`src/rtl/mp_cache_tag_bank.sv`:
```
// Parametrised single-port cache tag store with valid bits, lane write mask, invalidate and self-timed flush.
// Optional build macro MP_CACHE_TAG_FWD_EN forwards the pending write onto the read port.
module mp_cache_tag_bank #(
    parameter int DATA_WIDTH  = 24,
    parameter int ADDR_WIDTH  = 4,
    parameter int WMASK_WIDTH = 3
) (
    input  logic                   clk0,
    input  logic                   rst0_n,
    input  logic                   csb0,
    input  logic                   web0,
    input  logic                   inv0,
    input  logic [WMASK_WIDTH-1:0] wmask0,
    input  logic [ADDR_WIDTH-1:0]  addr0,
    input  logic [DATA_WIDTH-1:0]  din0,
    input  logic                   flush0,
    output logic [DATA_WIDTH-1:0]  dout0,
    output logic                   valid0,
    output logic                   busy0
);

    localparam int RAM_DEPTH  = 1 << ADDR_WIDTH;
    localparam int LANE_WIDTH = DATA_WIDTH / WMASK_WIDTH;

    typedef enum logic {IDLE, SWEEP} state_t;

    state_t                  state, state_next;
    logic [ADDR_WIDTH-1:0]   cnt, cnt_next;

    logic [ADDR_WIDTH-1:0]   addr0_reg;
    logic [DATA_WIDTH-1:0]   din0_reg;
    logic [WMASK_WIDTH-1:0]  wmask0_reg;
    logic                    web0_reg;
    logic                    inv0_reg;

    logic [DATA_WIDTH-1:0]   mem [RAM_DEPTH];
    logic [RAM_DEPTH-1:0]    vld;

    logic                    accept;
    logic                    write_en;
    logic [DATA_WIDTH-1:0]   rd_data;
    logic                    rd_valid;

    assign busy0    = (state == SWEEP);
    assign accept   = ~csb0 & ~busy0 & ~flush0;
    assign write_en = ~web0_reg & ~inv0_reg;

    // NOTE: reset puts the FSM in SWEEP so the array is zeroed without any reset on mem itself.
    always_ff @(posedge clk0 or negedge rst0_n) begin
        if (!rst0_n) begin
            state <= SWEEP;
            cnt   <= '0;
        end else begin
            state <= state_next;
            cnt   <= cnt_next;
        end
    end

    // NOTE: defaults first so every path assigns both outputs and no latch is inferred.
    always_comb begin
        state_next = state;
        cnt_next   = cnt;
        case (state)
            IDLE: begin
                if (flush0) state_next = SWEEP;
            end
            SWEEP: begin
                cnt_next = cnt + 1'b1;
                if (&cnt) state_next = IDLE;
            end
            default: state_next = IDLE;
        endcase
    end

    // Web/inv drop back to idle whenever nothing is accepted, so a write never repeats.
    always_ff @(posedge clk0 or negedge rst0_n) begin
        if (!rst0_n) begin
            addr0_reg  <= '0;
            din0_reg   <= '0;
            wmask0_reg <= '0;
            web0_reg   <= 1'b1;
            inv0_reg   <= 1'b0;
        end else if (accept) begin
            addr0_reg  <= addr0;
            din0_reg   <= din0;
            wmask0_reg <= wmask0;
            web0_reg   <= web0;
            inv0_reg   <= inv0;
        end else begin
            web0_reg   <= 1'b1;
            inv0_reg   <= 1'b0;
        end
    end

    // NOTE: the data array is deliberately not reset; the sweep clears it after reset instead.
    always_ff @(posedge clk0) begin
        if (state == SWEEP) begin
            mem[cnt] <= '0;
        end else if (write_en) begin
            for (int i = 0; i < WMASK_WIDTH; i++) begin
                if (wmask0_reg[i])
                    mem[addr0_reg][i*LANE_WIDTH +: LANE_WIDTH] <= din0_reg[i*LANE_WIDTH +: LANE_WIDTH];
            end
        end
    end

    // A write sets valid even with an all-zero mask; invalidate leaves the data alone.
    always_ff @(posedge clk0 or negedge rst0_n) begin
        if (!rst0_n) begin
            vld <= '0;
        end else if (state == SWEEP) begin
            vld[cnt] <= 1'b0;
        end else if (inv0_reg) begin
            vld[addr0_reg] <= 1'b0;
        end else if (!web0_reg) begin
            vld[addr0_reg] <= 1'b1;
        end
    end

    always_comb begin
        rd_data  = mem[addr0_reg];
        rd_valid = vld[addr0_reg];
`ifdef MP_CACHE_TAG_FWD_EN
        if (inv0_reg) begin
            rd_valid = 1'b0;
        end else if (!web0_reg) begin
            for (int i = 0; i < WMASK_WIDTH; i++) begin
                if (wmask0_reg[i])
                    rd_data[i*LANE_WIDTH +: LANE_WIDTH] = din0_reg[i*LANE_WIDTH +: LANE_WIDTH];
            end
            rd_valid = 1'b1;
        end
`else
        // The pending cycle shows the array contents as they were before the write lands.
`endif
    end

    assign dout0  = busy0 ? '0 : rd_data;
    assign valid0 = busy0 ? 1'b0 : rd_valid;

endmodule

```
`config.mk`:
```
export PLATFORM = sky130hd
export DESIGN_NAME = mp_cache_tag_bank
export DESIGN_NICKNAME = d
export VERILOG_FILES = /design/src/rtl/mp_cache_tag_bank.sv
export SDC_FILE = /design/constraint.sdc
export NUM_CORES = 1
export LEC_CHECK = 0
export CAP_MARGIN = 20
export CORE_MARGIN = 4
export CORE_UTILIZATION = 55
export DETAILED_ROUTE_END_ITERATION = 8
export GPL_TIMING_DRIVEN = 1
export PLACE_DENSITY = 0.71
export RECOVER_POWER = 25
export SETUP_SLACK_MARGIN = 0.5
export SYNTH_ARGS = -nofsm -noshare
export SYNTH_HDL_FRONTEND = slang
export SYNTH_SLANG_ARGS = --single-unit
export TNS_END_PERCENT = 50
```
`constraint.sdc`:
```
create_clock -name clk0 -period 3.5 [get_ports clk0]
set_input_delay 0.35 -clock clk0 [delete_from_list [all_inputs] [get_ports clk0]]
set_output_delay 0.35 -clock clk0 [all_outputs]
set_load 0.1 [all_outputs]
```
==> flow_summary.yaml <==
run_status:
  violations: "capacitance limit, slew limit"
  outcome: "finished with violations"
routing:
  drtPass1Iterations: 5
  ant_nets: 0
  vias_per_cell: 6.17
  dr.first_iter.drc_count: 911
  routed_wl_mm: 38.1
  drc: 0
  vias: 9416
  wl_per_cell_um: 25.0
power:
  p_switching_uw: 5720
  vdd_drop_max_mv: 0.603
  combinationalPowerShare: 0.341
  power.density_mw_per_mm2: 827
  pwr-share-seq: 0.414
  p_int_uw: 11500
  clkPwrFrac: 0.245
  finalPower_uw: 17200
  switching_share: 0.333
  p_leak_uw: 0.00738
critical_path:
  worstSetupPathType: "reg -> reg"
  max_stage_delay_ns: 1.73
  crit_path_start_kind: "flip-flop"
  critPathArrivalTime_ns: 3.47
  cp_max_fo: 33
  required_ns: 3.90
  cpMaxStageDelayCell: "clkbuf_1"
  path_cells: "nor3_4 -> clkbuf_1 -> mux2_2"
  end_kind: "flip-flop"
global_route:
  grt_pass1_wl_mm: 58.8
  grt_max_degree: 48
  track_usage: 0.218
  grt_pass1_vias: 9795
  overflow: 0
  antenna_found_initial: 0
logic_synthesis:
  ys_top_cells_by_count: "384 x edfxtp_1, 135 x mux2_2, 52 x dfrtp_1, 52 x nor3_1, 51 x o22ai_1"
  ys_types: 36
  ys.flop_type: "edfxtp_1"
  synth_cells: 972
  syn_nets: 1013
  synth_seq_cells: 438
  synthesis.area_mm2: 0.0177
  synth-async-reset-ratio: 0.123
  synth_top_area_frac: 0.653
  seq_area_frac_synth: 0.730
  yosysTopAreaCell: "edfxtp_1"
  synth-edff-count: 384
  ys_top_cells_by_area: "edfxtp_1 65%, mux2_2 8.6%, dfrtp_1 7.4%, mux4_2 6.4%, o22ai_1 1.8%"
  synth_area_per_cell_um2: 18.2
  synth_warnings: 0
  post-synth-top-count-cell: "edfxtp_1"
cells_and_area:
  fin_util: 0.657
  final_nets: 1133
  drive_gt1_frac: 0.339
  antenna_cells: 0
  syn2layout_area_growth_pct: 17.7
  finalInstanceArea_mm2: 0.0208
  nFillCells: 2102
  largest_reg_flops: 384
worst_hold_path:
  hp-class: "in -> reg"
clocking:
  cts_tree: "yes"
  root_buffer: "clkbuf_16"
  clkLatencyLatePin_ns: 0.53
  htreeDepth: 2
  cts_buffers: 43
  clock-sinks: 438
  clk_path_buf_depth: 3
  path_clk_slew_ns: 0.06
sta:
  timing_hold_violations_final: 0
  skew_ns: 0.0175
  setup_tns_ns: 0
  period_minus_slack_ns: 3.07
  timing.fmax_ghz: 0.325
  rsz0062_at_grt: "true"
  worst_hold_slack_ns: 0.362
  maxSlewViolCount: 67
  fin_crit_sh: 0.878
  slew_headroom: -0.611
  setup_viol: 0
  worstMarginPinSlew_ns: 2.42
place:
  gp_congestion: 0.796
  placed_cell_area_mm2: 0.0194
  io_buffers: 62
  dp_hpwl_mm: 23.2
floorplan:
  die_x_um: 187
  die_height_um: 187
  die_area_mm2: 0.0350
  num_io_pins: 63
  start_util: 0.558
  rows: 65
  core_area_mm2: 0.0316
job:
  cap_violations: 2
[routing by layer]
layer / GRT usage / vias up / part of all wire
met2: 0.358 / 319 / 0.49
met1: 0.313 / 4885 / 0.42
met4: 0.0526 / 0 / 0.024
li1: - / 4151 / -
met3: 0.0347 / 61 / 0.063
met5: 0 / - / 0
[metrics by stage]
step / instances / worst slack (ns)
finish: 1527 / 0.426
global route: 1527 / 0.272
CTS: 1524 / 0.474
detailed placement: 1441 / 0.676
global placement: 1441 / 0.703
floorplan: 972 / 0.0891
[worst max-delay path, delay by kind of cell (launching register included)]
family | cells | cell delay (ns)
flops | 1 | 0.55
simple gates | 1 | 0.19
mux | 1 | 0.46
buf+inv | 1 | 1.73
[final timing paths]
check	to	slack [ns]	start	cells past startpoint
setup / recovery	din0_reg[14]	0.43	busy0	3
hold / removal	web0_reg	0.36	web0	2
setup reg to reg	din0_reg[14]	0.43	busy0	3
hold reg to reg	din0_reg[19]	0.50	din0_reg[19]	1
max in group asynchronous	addr0_reg[1]	0.95	rst0_n	3
min in group asynchronous	async pin	0.99	rst0_n	2
[area by class of cell]
cell class | instances | area (um2) | area share
tap | 402 | 503 | 0.0242
sequential | 438 | 12900 | 0.620
inverter | 2 | 7.51 | 0.000361
clock buffer | 70 | 1240 | 0.0595
clock inverter | 8 | 41.3 | 0.00199
multi-input combinational | 466 | 4590 | 0.221
timing repair buffer | 141 | 1520 | 0.0731
[power groups by stage]
stage / clock network (uW) / logic (uW) / registers, uW
after CTS: 4280 / 5830 / 7140
after global placement: 0 / 5610 / 7240
after floorplan: 0 / 4010 / 7010
after detailed placement: 0 / 5660 / 7300
final: 4210 / 5870 / 7120
after global routing: 4510 / 6210 / 7210
[what timing repair did]
action	4_1_cts	5_1_grt
buffers inserted	4	1
hold buffers	1	0
resized for setup	8	3
setup endpoints to repair	25	18
endpoints found under the hold margin	31	0
gates cloned	0	0
[cell usage in the layout (no fill, tap or decap), types with 2 or more instances in the layout]
master / instances
edfxtp_1: 384
mux2_2: 135
buf_4: 69
nor3_1: 52
o22ai_1: 51
mux4_2: 50
dfrtp_1: 49
clkbuf_16: 43
clkdlybuf4s50_1: 35
buf_12: 29
a22oi_1: 24
o31ai_2: 24
clkbuf_1: 24
mux2i_1: 19
and2_1: 18
nand2_1: 18
o21ai_0: 16
and2_0: 8
nor2_1: 8
nand2b_1: 6
clkbuf_8: 6
nor2b_1: 5
clkinv_2: 5
ha_1: 4
a21oi_1: 3
nor3b_1: 3
nand3_1: 3
buf_8: 3
or2_4: 2
inv_1: 2
or2_2: 2
xnor2_1: 2
dfrtp_4: 2
clkinv_1: 2
[kinds of logic after synthesis]
group           Yosys count  share of synthesized area
flops                   438                      0.730
mux                     204                      0.161
simple gates            132                     0.0405
compound gates          123                     0.0461
buf+inv                  68                     0.0188
fa+ha+maj                 4                    0.00283
xor+xnor                  3                    0.00149
Power figures use the tool's default switching activity.
